==> src/rtl/mips_defs.sv <==
// rtl/mips_defs.sv - MIPS opcode/funct constants, request op codes and error codes
package mips_defs;

    localparam logic [5:0] OPC_SPECIAL = 6'b000000;
    localparam logic [5:0] OPC_REGIMM  = 6'b000001;
    localparam logic [5:0] OPC_JAL     = 6'b000011;
    localparam logic [5:0] OPC_BEQ     = 6'b000100;
    localparam logic [5:0] OPC_ORI     = 6'b001101;
    localparam logic [5:0] OPC_LUI     = 6'b001111;
    localparam logic [5:0] OPC_LW      = 6'b100011;
    localparam logic [5:0] OPC_SW      = 6'b101011;

    localparam logic [5:0] FUNCT_JR    = 6'b001000;
    localparam logic [5:0] FUNCT_ADDU  = 6'b100001;
    localparam logic [5:0] FUNCT_SUBU  = 6'b100011;

    localparam logic [4:0] RT_BGEZ     = 5'b00001;

    typedef enum logic [3:0] {
        OP_ADDU = 4'd0,
        OP_SUBU = 4'd1,
        OP_JR   = 4'd2,
        OP_ORI  = 4'd3,
        OP_LW   = 4'd4,
        OP_SW   = 4'd5,
        OP_BEQ  = 4'd6,
        OP_BGEZ = 4'd7,
        OP_LUI  = 4'd8,
        OP_JAL  = 4'd9
    } op_e;

    localparam logic [1:0] ERR_NONE    = 2'd0;
    localparam logic [1:0] ERR_ILLEGAL = 2'd1;
    localparam logic [1:0] ERR_ALIGN   = 2'd2;
    localparam logic [1:0] ERR_RANGE   = 2'd3;

    typedef enum logic [1:0] {
        ST_IDLE = 2'd0,
        ST_RUN  = 2'd1,
        ST_FULL = 2'd2,
        ST_ERR  = 2'd3
    } state_e;

endpackage

==> src/rtl/instr_encode_comb.sv <==
// rtl/instr_encode_comb.sv - combinational op-to-MIPS-word encoder with request validation
module instr_encode_comb
    import mips_defs::*;
(
    input  logic [3:0]  i_op,
    input  logic [4:0]  i_rs,
    input  logic [4:0]  i_rt,
    input  logic [4:0]  i_rd,
    input  logic [15:0] i_imm,
    input  logic [31:0] i_target,
    input  logic [31:0] i_pc,
    output logic [31:0] o_word,
    output logic [1:0]  o_err_code
);

    logic [31:0]        w_pc4;
    logic signed [32:0] w_diff;
    logic signed [32:0] w_off;
    logic               w_misaligned;
    logic               w_br_in_range;
    logic               w_jal_in_region;

    always_comb begin
        w_pc4           = i_pc + 32'd4;
        // Addresses are unsigned; widen by one bit so the difference keeps its sign.
        w_diff          = $signed({1'b0, i_target}) - $signed({1'b0, w_pc4});
        w_off           = w_diff >>> 2;
        w_misaligned    = |i_target[1:0];
        w_br_in_range   = (&w_off[32:15]) | ~(|w_off[32:15]);
        w_jal_in_region = (i_target[31:28] == w_pc4[31:28]);
    end

    always_comb begin
        o_word     = '0;
        o_err_code = ERR_NONE;
        case (i_op)
            OP_ADDU: o_word = {OPC_SPECIAL, i_rs, i_rt, i_rd, 5'b00000, FUNCT_ADDU};
            OP_SUBU: o_word = {OPC_SPECIAL, i_rs, i_rt, i_rd, 5'b00000, FUNCT_SUBU};
            OP_JR:   o_word = {OPC_SPECIAL, i_rs, 15'd0, FUNCT_JR};
            OP_ORI:  o_word = {OPC_ORI, i_rs, i_rt, i_imm};
            OP_LW:   o_word = {OPC_LW,  i_rs, i_rt, i_imm};
            OP_SW:   o_word = {OPC_SW,  i_rs, i_rt, i_imm};
            OP_LUI:  o_word = {OPC_LUI, 5'b00000, i_rt, i_imm};
            OP_BEQ, OP_BGEZ: begin
                o_word = (i_op == OP_BEQ) ? {OPC_BEQ, i_rs, i_rt, w_off[15:0]}
                                          : {OPC_REGIMM, i_rs, RT_BGEZ, w_off[15:0]};
                if (w_misaligned)
                    o_err_code = ERR_ALIGN;
                else if (!w_br_in_range)
                    o_err_code = ERR_RANGE;
            end
            OP_JAL: begin
                o_word = {OPC_JAL, i_target[27:2]};
                if (w_misaligned)
                    o_err_code = ERR_ALIGN;
                else if (!w_jal_in_region)
                    o_err_code = ERR_RANGE;
            end
            default: o_err_code = ERR_ILLEGAL;
        endcase
    end

endmodule

==> src/rtl/instr_encoder.sv <==
// rtl/instr_encoder.sv - sequential MIPS program loader writing encoded words into IM
module instr_encoder
    import mips_defs::*;
#(
    parameter int          ADDR_W    = 5,
    parameter logic [31:0] BASE_ADDR = 32'h0000_3000
) (
    input  logic              clk,
    input  logic              rst_n,
    input  logic              start,
    input  logic              in_valid,
    output logic              in_ready,
    input  logic [3:0]        in_op,
    input  logic [4:0]        in_rs,
    input  logic [4:0]        in_rt,
    input  logic [4:0]        in_rd,
    input  logic [15:0]       in_imm,
    input  logic [31:0]       in_target,
    output logic              im_we,
    input  logic              im_ready,
    output logic [ADDR_W-1:0] im_addr,
    output logic [31:0]       im_wdata,
    output logic [ADDR_W:0]   count,
    output logic              busy,
    output logic              full,
    output logic              err,
    output logic [1:0]        err_code
);

    localparam logic [ADDR_W:0] CAP = (ADDR_W+1)'(2**ADDR_W);

    state_e              r_state;
    state_e              w_state_nxt;
    logic [ADDR_W:0]     r_ptr;
    logic [ADDR_W:0]     r_count;
    logic                r_we;
    logic [ADDR_W-1:0]   r_addr;
    logic [31:0]         r_wdata;
    logic [1:0]          r_err_code;

    logic [31:0]         w_pc;
    logic [31:0]         w_word;
    logic [1:0]          w_enc_err;
    logic                w_ready;
    logic                w_accept;
    logic                w_good;
    logic                w_bad;
    logic                w_commit;

    // r_ptr counts accepted good words, so it is the slot the next request occupies.
    assign w_pc = BASE_ADDR + {{(30-ADDR_W){1'b0}}, r_ptr[ADDR_W-1:0], 2'b00};

    instr_encode_comb u_encode (
        .i_op       (in_op),
        .i_rs       (in_rs),
        .i_rt       (in_rt),
        .i_rd       (in_rd),
        .i_imm      (in_imm),
        .i_target   (in_target),
        .i_pc       (w_pc),
        .o_word     (w_word),
        .o_err_code (w_enc_err)
    );

    // start takes priority, so a request presented alongside it is never accepted.
    assign w_ready  = (r_state == ST_RUN) & ~start & (~r_we | im_ready) & (r_ptr < CAP);
    assign w_accept = in_valid & w_ready;
    assign w_good   = w_accept & (w_enc_err == ERR_NONE);
    assign w_bad    = w_accept & (w_enc_err != ERR_NONE);
    assign w_commit = r_we & im_ready;

    always_ff @(posedge clk or negedge rst_n) begin
        if (!rst_n)
            r_state <= ST_IDLE;
        else
            r_state <= w_state_nxt;
    end

    always_comb begin
        w_state_nxt = r_state;
        if (start) begin
            w_state_nxt = ST_RUN;
        end else begin
            case (r_state)
                ST_RUN: begin
                    if (w_bad)
                        w_state_nxt = ST_ERR;
                    else if (w_commit && (r_count + 1'b1 == CAP))
                        w_state_nxt = ST_FULL;
                end
                default: w_state_nxt = r_state;
            endcase
        end
    end

    always_ff @(posedge clk or negedge rst_n) begin
        if (!rst_n) begin
            r_ptr      <= '0;
            r_count    <= '0;
            r_we       <= 1'b0;
            r_addr     <= '0;
            r_wdata    <= '0;
            r_err_code <= ERR_NONE;
        end else if (start) begin
            r_ptr      <= '0;
            r_count    <= '0;
            r_we       <= 1'b0;
            r_addr     <= '0;
            r_wdata    <= '0;
            r_err_code <= ERR_NONE;
        end else begin
            if (w_bad)
                r_err_code <= w_enc_err;
            if (w_commit)
                r_count <= r_count + 1'b1;
            if (w_good) begin
                r_ptr   <= r_ptr + 1'b1;
                r_we    <= 1'b1;
                r_addr  <= r_ptr[ADDR_W-1:0];
                r_wdata <= w_word;
            end else if (w_commit) begin
                r_we    <= 1'b0;
            end
        end
    end

    assign in_ready = w_ready;
    assign im_we    = r_we;
    assign im_addr  = r_addr;
    assign im_wdata = r_wdata;
    assign count    = r_count;
    assign busy     = (r_state == ST_RUN);
    assign full     = (r_state == ST_FULL);
    assign err      = (r_state == ST_ERR);
    assign err_code = r_err_code;

endmodule
==> config.mk <==
export PLATFORM = sky130hd
export DESIGN_NAME = instr_encoder
export DESIGN_NICKNAME = d
export VERILOG_FILES = /design/src/rtl/mips_defs.sv /design/src/rtl/instr_encode_comb.sv /design/src/rtl/instr_encoder.sv
export SDC_FILE = /design/constraint.sdc
export NUM_CORES = 1
export LEC_CHECK = 0
export ABC_CLOCK_PERIOD_IN_PS = 3600
export BUFFER_PORTS_ARGS = -buffer_cell sky130_fd_sc_hd__buf_2
export CORE_MARGIN = 4
export CORE_UTILIZATION = 35
export CTS_BUF_LIST = sky130_fd_sc_hd__clkbuf_4
export DETAILED_ROUTE_END_ITERATION = 8
export SETUP_SLACK_MARGIN = 0.1
export SYNTH_ARGS = -nofsm -noshare
export SYNTH_HDL_FRONTEND = slang
export SYNTH_SLANG_ARGS = --single-unit
export TNS_END_PERCENT = 10
==> constraint.sdc <==
create_clock -name clk -period 3.6 [get_ports clk]
set_input_delay 0.36 -clock clk [delete_from_list [all_inputs] [get_ports clk]]
set_output_delay 0.36 -clock clk [all_outputs]
set_load 0.01 [all_outputs]
Word-level counts from Yosys, hierarchy flattened --
Cells that the tools add are included.
Operators by class: bitwise gates (word level) 12, mux-type cells 24, equal/unequal tests 14, magnitude comparators 1, reductions and logical operators 16, add/subtract/negate cells 5
Operator list (number):
- $pmux W32 S9 | 1
- $mux W32 | 2
- $sub A32 B32 Y33 | 1
- $mux W29 | 1
- $mux W6 | 4
- $mux W2 | 10
- $add A15 B3 Y16 const B | 1
- $eq A4 B3 Y1 const B | 4
- $reduce_and A16 Y1 | 1
- $reduce_or A16 Y1 | 1
- $add A14 B7 Y15 const A | 1
- $add A6 B1 Y6 const B | 2
- $eq A4 B4 Y1 const B | 3
- $mux W5 | 2
- $reduce_bool A2 Y1 | 5
- $eq A4 B2 Y1 const B | 2
- $and A1 B1 Y1 | 7
- $reduce_or A7 Y1 | 1
- $eq A6 B6 Y1 const B | 1
- $lt A6 B6 Y1 const B | 1
- $pmux W2 S3 | 1
- $reduce_bool A3 Y1 | 2
- $eq A2 B2 Y1 const B | 2
- $eq A4 B1 Y1 const B | 1
- 9 further kinds | 15
Word-level totals: input port bits 72, register bits 54

Longest topological paths before layout --
word-level depth 14, mapped depth 13, gate-level depth less buffers 12

Hierarchy --
From an unflattened synthesis, not the netlist that was laid out.
Unflattened totals: cell total of the unflattened synthesis 813, area, all modules 6030.8 sq um
Modules (own cells, without submodules):
- instr_encode_comb | cells each 543, instances 1, seq. area each 0.0 sq um, area an instance 3530.9 sq um
- instr_encoder | cells each 270, instances 1, seq. area each 1351.3 sq um, area an instance 2499.9 sq um

Worst setup path before layout --
OpenSTA, ideal clock, no wires.
path type flip-flop to flip-flop, from register r_ptr[0], to register r_addr[4], in the netlist im_addr[4], data required time 3.475 ns, library setup time 0.125 ns, slack 0.186 ns, cell stages (with the launch flop) 14, arrival 3.288 ns, clock period less this slack 3.414 ns, path buffers 1, cell sequence dfrtp_1 ha_1 nand3_1 xor2_1 ha_1 o21a_1 a211oi_2 a21bo_2 mux2_1 a31oi_1 nor4_4 o21ai_4 buf_6 mux2_4
On the way: cells in the longest elaborated chain, start to end 12
Ends and longest elaborated chain:
- start, declared | line instr_encoder.sv:34 | logic [ADDR_W:0] r_ptr;
- start signal, assigned | line instr_encoder.sv:117 | r_ptr <= r_ptr + 1'b1;
- $add A14 B7 Y15 | line instr_encoder.sv:51 | assign w_pc = BASE_ADDR + {{(30-ADDR_W){1'b0}}, r_ptr[ADDR_W-1:0], 2'b00};
- $add A15 B3 Y16 | line instr_encode_comb.sv:24 | w_pc4 = i_pc + 32'd4;
- $sub A32 B32 Y33 | line instr_encode_comb.sv:26 | w_diff = $signed({1'b0, i_target}) - $signed({1'b0, w_pc4});
- $reduce_or A16 Y1 | line instr_encode_comb.sv:29 | w_br_in_range = (&w_off[32:15]) | ~(|w_off[32:15]);
- $not A1 Y1 | line instr_encode_comb.sv:29
- $or A1 B1 Y1 | line instr_encode_comb.sv:29
- $mux W2 | line instr_encode_comb.sv:49 | else if (!w_br_in_range)
- $mux W2 | line instr_encode_comb.sv:47 | if (w_misaligned)
- $pmux W2 S3 | line instr_encode_comb.sv:36 | case (i_op)
- $logic_not A2 Y1 | line instr_encoder.sv:68 | assign w_good = w_accept & (w_enc_err == ERR_NONE);
- $and A1 B1 Y1 * | line instr_encoder.sv:68
- $reduce_bool A2 Y1 (no source line) *
- end signal, assigned | line instr_encoder.sv:119 | r_addr <= r_ptr[ADDR_W-1:0];
- end, declared | line instr_encoder.sv:37 | logic [ADDR_W-1:0] r_addr;
Mark *: on every way between the ends. The rest lies on a longest branch, timed or not. A chain may end at the register's enable or synchronous reset.

Worst setup path after layout --
from register r_ptr[1], to register r_ptr[5]
On the way: cells in the longest elaborated chain, start to end 12
Ends and longest elaborated chain (line):
- $add A14 B7 Y15 | instr_encoder.sv:51
- $add A15 B3 Y16 | instr_encode_comb.sv:24
- $sub A32 B32 Y33 | instr_encode_comb.sv:26
- $reduce_or A16 Y1 | instr_encode_comb.sv:29
- $not A1 Y1 | instr_encode_comb.sv:29
- $or A1 B1 Y1 | instr_encode_comb.sv:29
- $mux W2 | instr_encode_comb.sv:49
- $mux W2 | instr_encode_comb.sv:47
- $pmux W2 S3 | instr_encode_comb.sv:36
- $logic_not A2 Y1 | instr_encoder.sv:68
- $and A1 B1 Y1 | instr_encoder.sv:68
- $reduce_bool A2 Y1 (no source line)
Several ways; a longest one is shown, not always the timed one. The select of a mux whose other input is x is not followed.

==> out/results.ini <==
[routing]
drtIter0Drc=335
wl_per_cell_um=17.9
avgViaCountPerCell=5.48
first_pass_iters=5
vias=3902
postRouteAntennaNets=0
totalWireLength_mm=12.8
drc_errors=0

[timing]
max_freq_mhz=299
fin_crit_sh=0.928
whs_ns=0.238
worst_slew_pin_slew_ns=0.810
drv_slew=0
setup_viol=0
relSlewSlack=0.456
min_period_ns=3.34
finalSetupTns_ns=0
hold_viol_final=0
skew_ns=0.0109
rsz0062_at_grt=true

[cts]
root_buffer=clkbuf_4
clk_latency_ns=0.39
cts_buffers=5
cts.clk_slew.worst_paths_ns=0.17
cts_sinks=53
cts_max_path_buffers=2
cts_tree=done
h-tree-depth=2

[place]
gp_congestion=0.919
portBuffers=120
dp_hpwl_mm=9.56
dp.cells=693

[synth]
syn_nets=534
synthesis.instances=452
async_flop_share=1.00
synth.cell_area_um2=3990
yosys_warnings=0
synth_edf_count=0
ys_types=60
synth_area_leader_cell=dfrtp_1
ys_ff_latch=53
ys_seq_area_frac=0.332
synth_flop_cell=dfrtp_1
synth_top_area_frac=0.332
syn_area_per_cell_um2=8.82
yosys-top-cells-area=dfrtp_1, mux2i_1, nand2b_1, a21oi_1, ha_1

[power_and_ir_drop]
ir_drop_v=0.000137
power_leakage_nw=2.45
power.total_w=0.00128
p_per_area_nw_per_um2=257

[die]
die_y_um=115
fp.dieW_um=115
ios=122
start_util=0.363
die_area_um2=13200
placeableCoreArea_um2=11000
num_rows=38

[cells_and_area]
drive_gt1_frac=0.317
utilization=0.455
area_delta_synth_final_pct=25.3
final_cells=712
nets=652
final.fill_count=1103

[setup_path]
crit_chain=and3_4 > nand3_2 > ha_2 > or4_4 > or2_0 > a21oi_1 > and2_1 > o211ai_1 > o21ai_0 > o21ai_4 > buf_4 > clkbuf_16 > o31ai_1
crit_family=simple AND/OR/NAND/NOR gates
max_stage_delay_ns=0.45
cp_data_arrival_time_ns=3.66
path_max_fanout=10
critPathLaunchType=flop
cp_slowest_cell=dfrtp_1
r2r_setup_slack_ns=0.26
path_class=flop to flop
crit_required_ns=3.92
cp-end-kind=flop
path_buf_inv=2

[grt]
overflow=0
antenna_found_initial=1
grt_pass1_vias=3833
grt_util_all_layers=0.189
grt_pass1_wl_mm=19.9
grt_max_degree=56

[run_status]
outcome=complete, no violations

[flow_run]
maxCapViolations=0

[worst_hold_path]
hold_class=primary input to flop

## cell usage after synthesis (3+ instances only)
library cell   n
nor2_1        32
or3_1          5
a222oi_1       6
buf_4          4
a22oi_1        9
a31oi_1        9
o21ai_0       18
mux2_4         7
a221oi_1       4
nor2b_1       14
a21oi_1       28
nand2b_1      39
nand3_1       11
nand4_1        5
nand2_1       29
a22o_1         3
mux2i_1       34
inv_1          9
a211oi_1       3
o31ai_1        3
mux2_2         3
and2_1         8
nor3_1        15
o211ai_1       4
xor2_1        14
a211o_1        3
dfrtp_1       53
clkbuf_1      23
xnor2_1        5
ha_1          10
## routing by layer
| layer | track usage | wire, um | up-vias |
|---|---|---|---|
| met5 | 0 | 0 | - |
| met4 | 0.0587 | 213 | 0 |
| met2 | 0.309 | 6090 | 137 |
| met1 | 0.258 | 5720 | 1878 |
| met3 | 0.0289 | 747 | 14 |
| li1 | - | - | 1873 |
## logic make-up after synthesis
logic type                 Yosys count  share of synthesized area
adders and majority gates           10                     0.0314
AOI/OAI and AO/OA                  114                      0.197
DFF                                 53                      0.332
other                                1                   0.000940
muxes                               45                      0.123
and+or+nand+nor                    170                      0.230
buffers and inverters               40                     0.0436
xor gates and xnor gates            19                     0.0417
## metrics by stage
stage / area (um^2) / setup slack (ns)
2_1_floorplan: 3990 / 0.186
3_3_place_gp: 4740 / 0.0697
3_5_place_dp: 4740 / 0.00976
4_1_cts: 4860 / 0.100
5_1_grt: 5000 / 0.0404
6_report: 5000 / 0.258
## repair_timing
action,4_1_cts,5_1_grt
resized for setup,5,13
hold buffers,1,0
pin swaps,2,5
endpoints found under the setup margin,20,47
gates cloned,0,1
setup buffers,2,6
hold endpoints to repair,17,0
## worst min-delay path, cell delays in order
cell and delay [ns]:
buf_2 0.08, a21oi_1 0.05, mux2i_1 0.11
## where the power goes
group          internal [W]  switching, W  total, W
sequential         0.000615     0.0000127  0.000628
clock             0.0000817      0.000209  0.000291
combinational      0.000155      0.000209  0.000365
## path summary, 6_finish.rpt
path                                 from      endpoint  cells after the start
worst min-delay path            in_imm[1]   im_wdata[1]                      3
worst max register to register   r_ptr[1]      r_ptr[5]                     13
worst max-delay path             r_ptr[1]      r_ptr[5]                     13
max in group asynchronous           rst_n  im_wdata[25]                      3
worst min register to register   r_ptr[5]      r_ptr[5]                      2
min in group asynchronous           rst_n  im_wdata[14]                      2
## state kept, by name, summed over array words and instances (netlist names)
| signal | cells |
|---|---|
| im_wdata | 31 |
| count | 6 |
| r_ptr | 6 |
| im_addr | 5 |
| err_code | 2 |
| r_state | 2 |
| im_we | 1 |
## placed cells by master (no fill, tap or decap), types with 15 or more instances in the layout
cell type	n
o21ai_0	18
mux2i_1	34
nor3_1	15
buf_2	120
a21oi_1	27
buf_4	17
nor2_1	32
dfrtp_1	53
nand2b_1	39
nand2_1	29
## final cells by class
type                       instances  area [um^2]  share of cell area
inverter                           9         33.8             0.00676
tap                              140          175              0.0350
timing repair buffer             142          823               0.165
sequential                        53         1330               0.265
antenna                            1         2.50            0.000501
clock buffer                       5         37.5             0.00751
clock inverter                     3         26.3             0.00526
multi-input combinational        359         2570               0.515
Power figures use the tool's default switching activity.
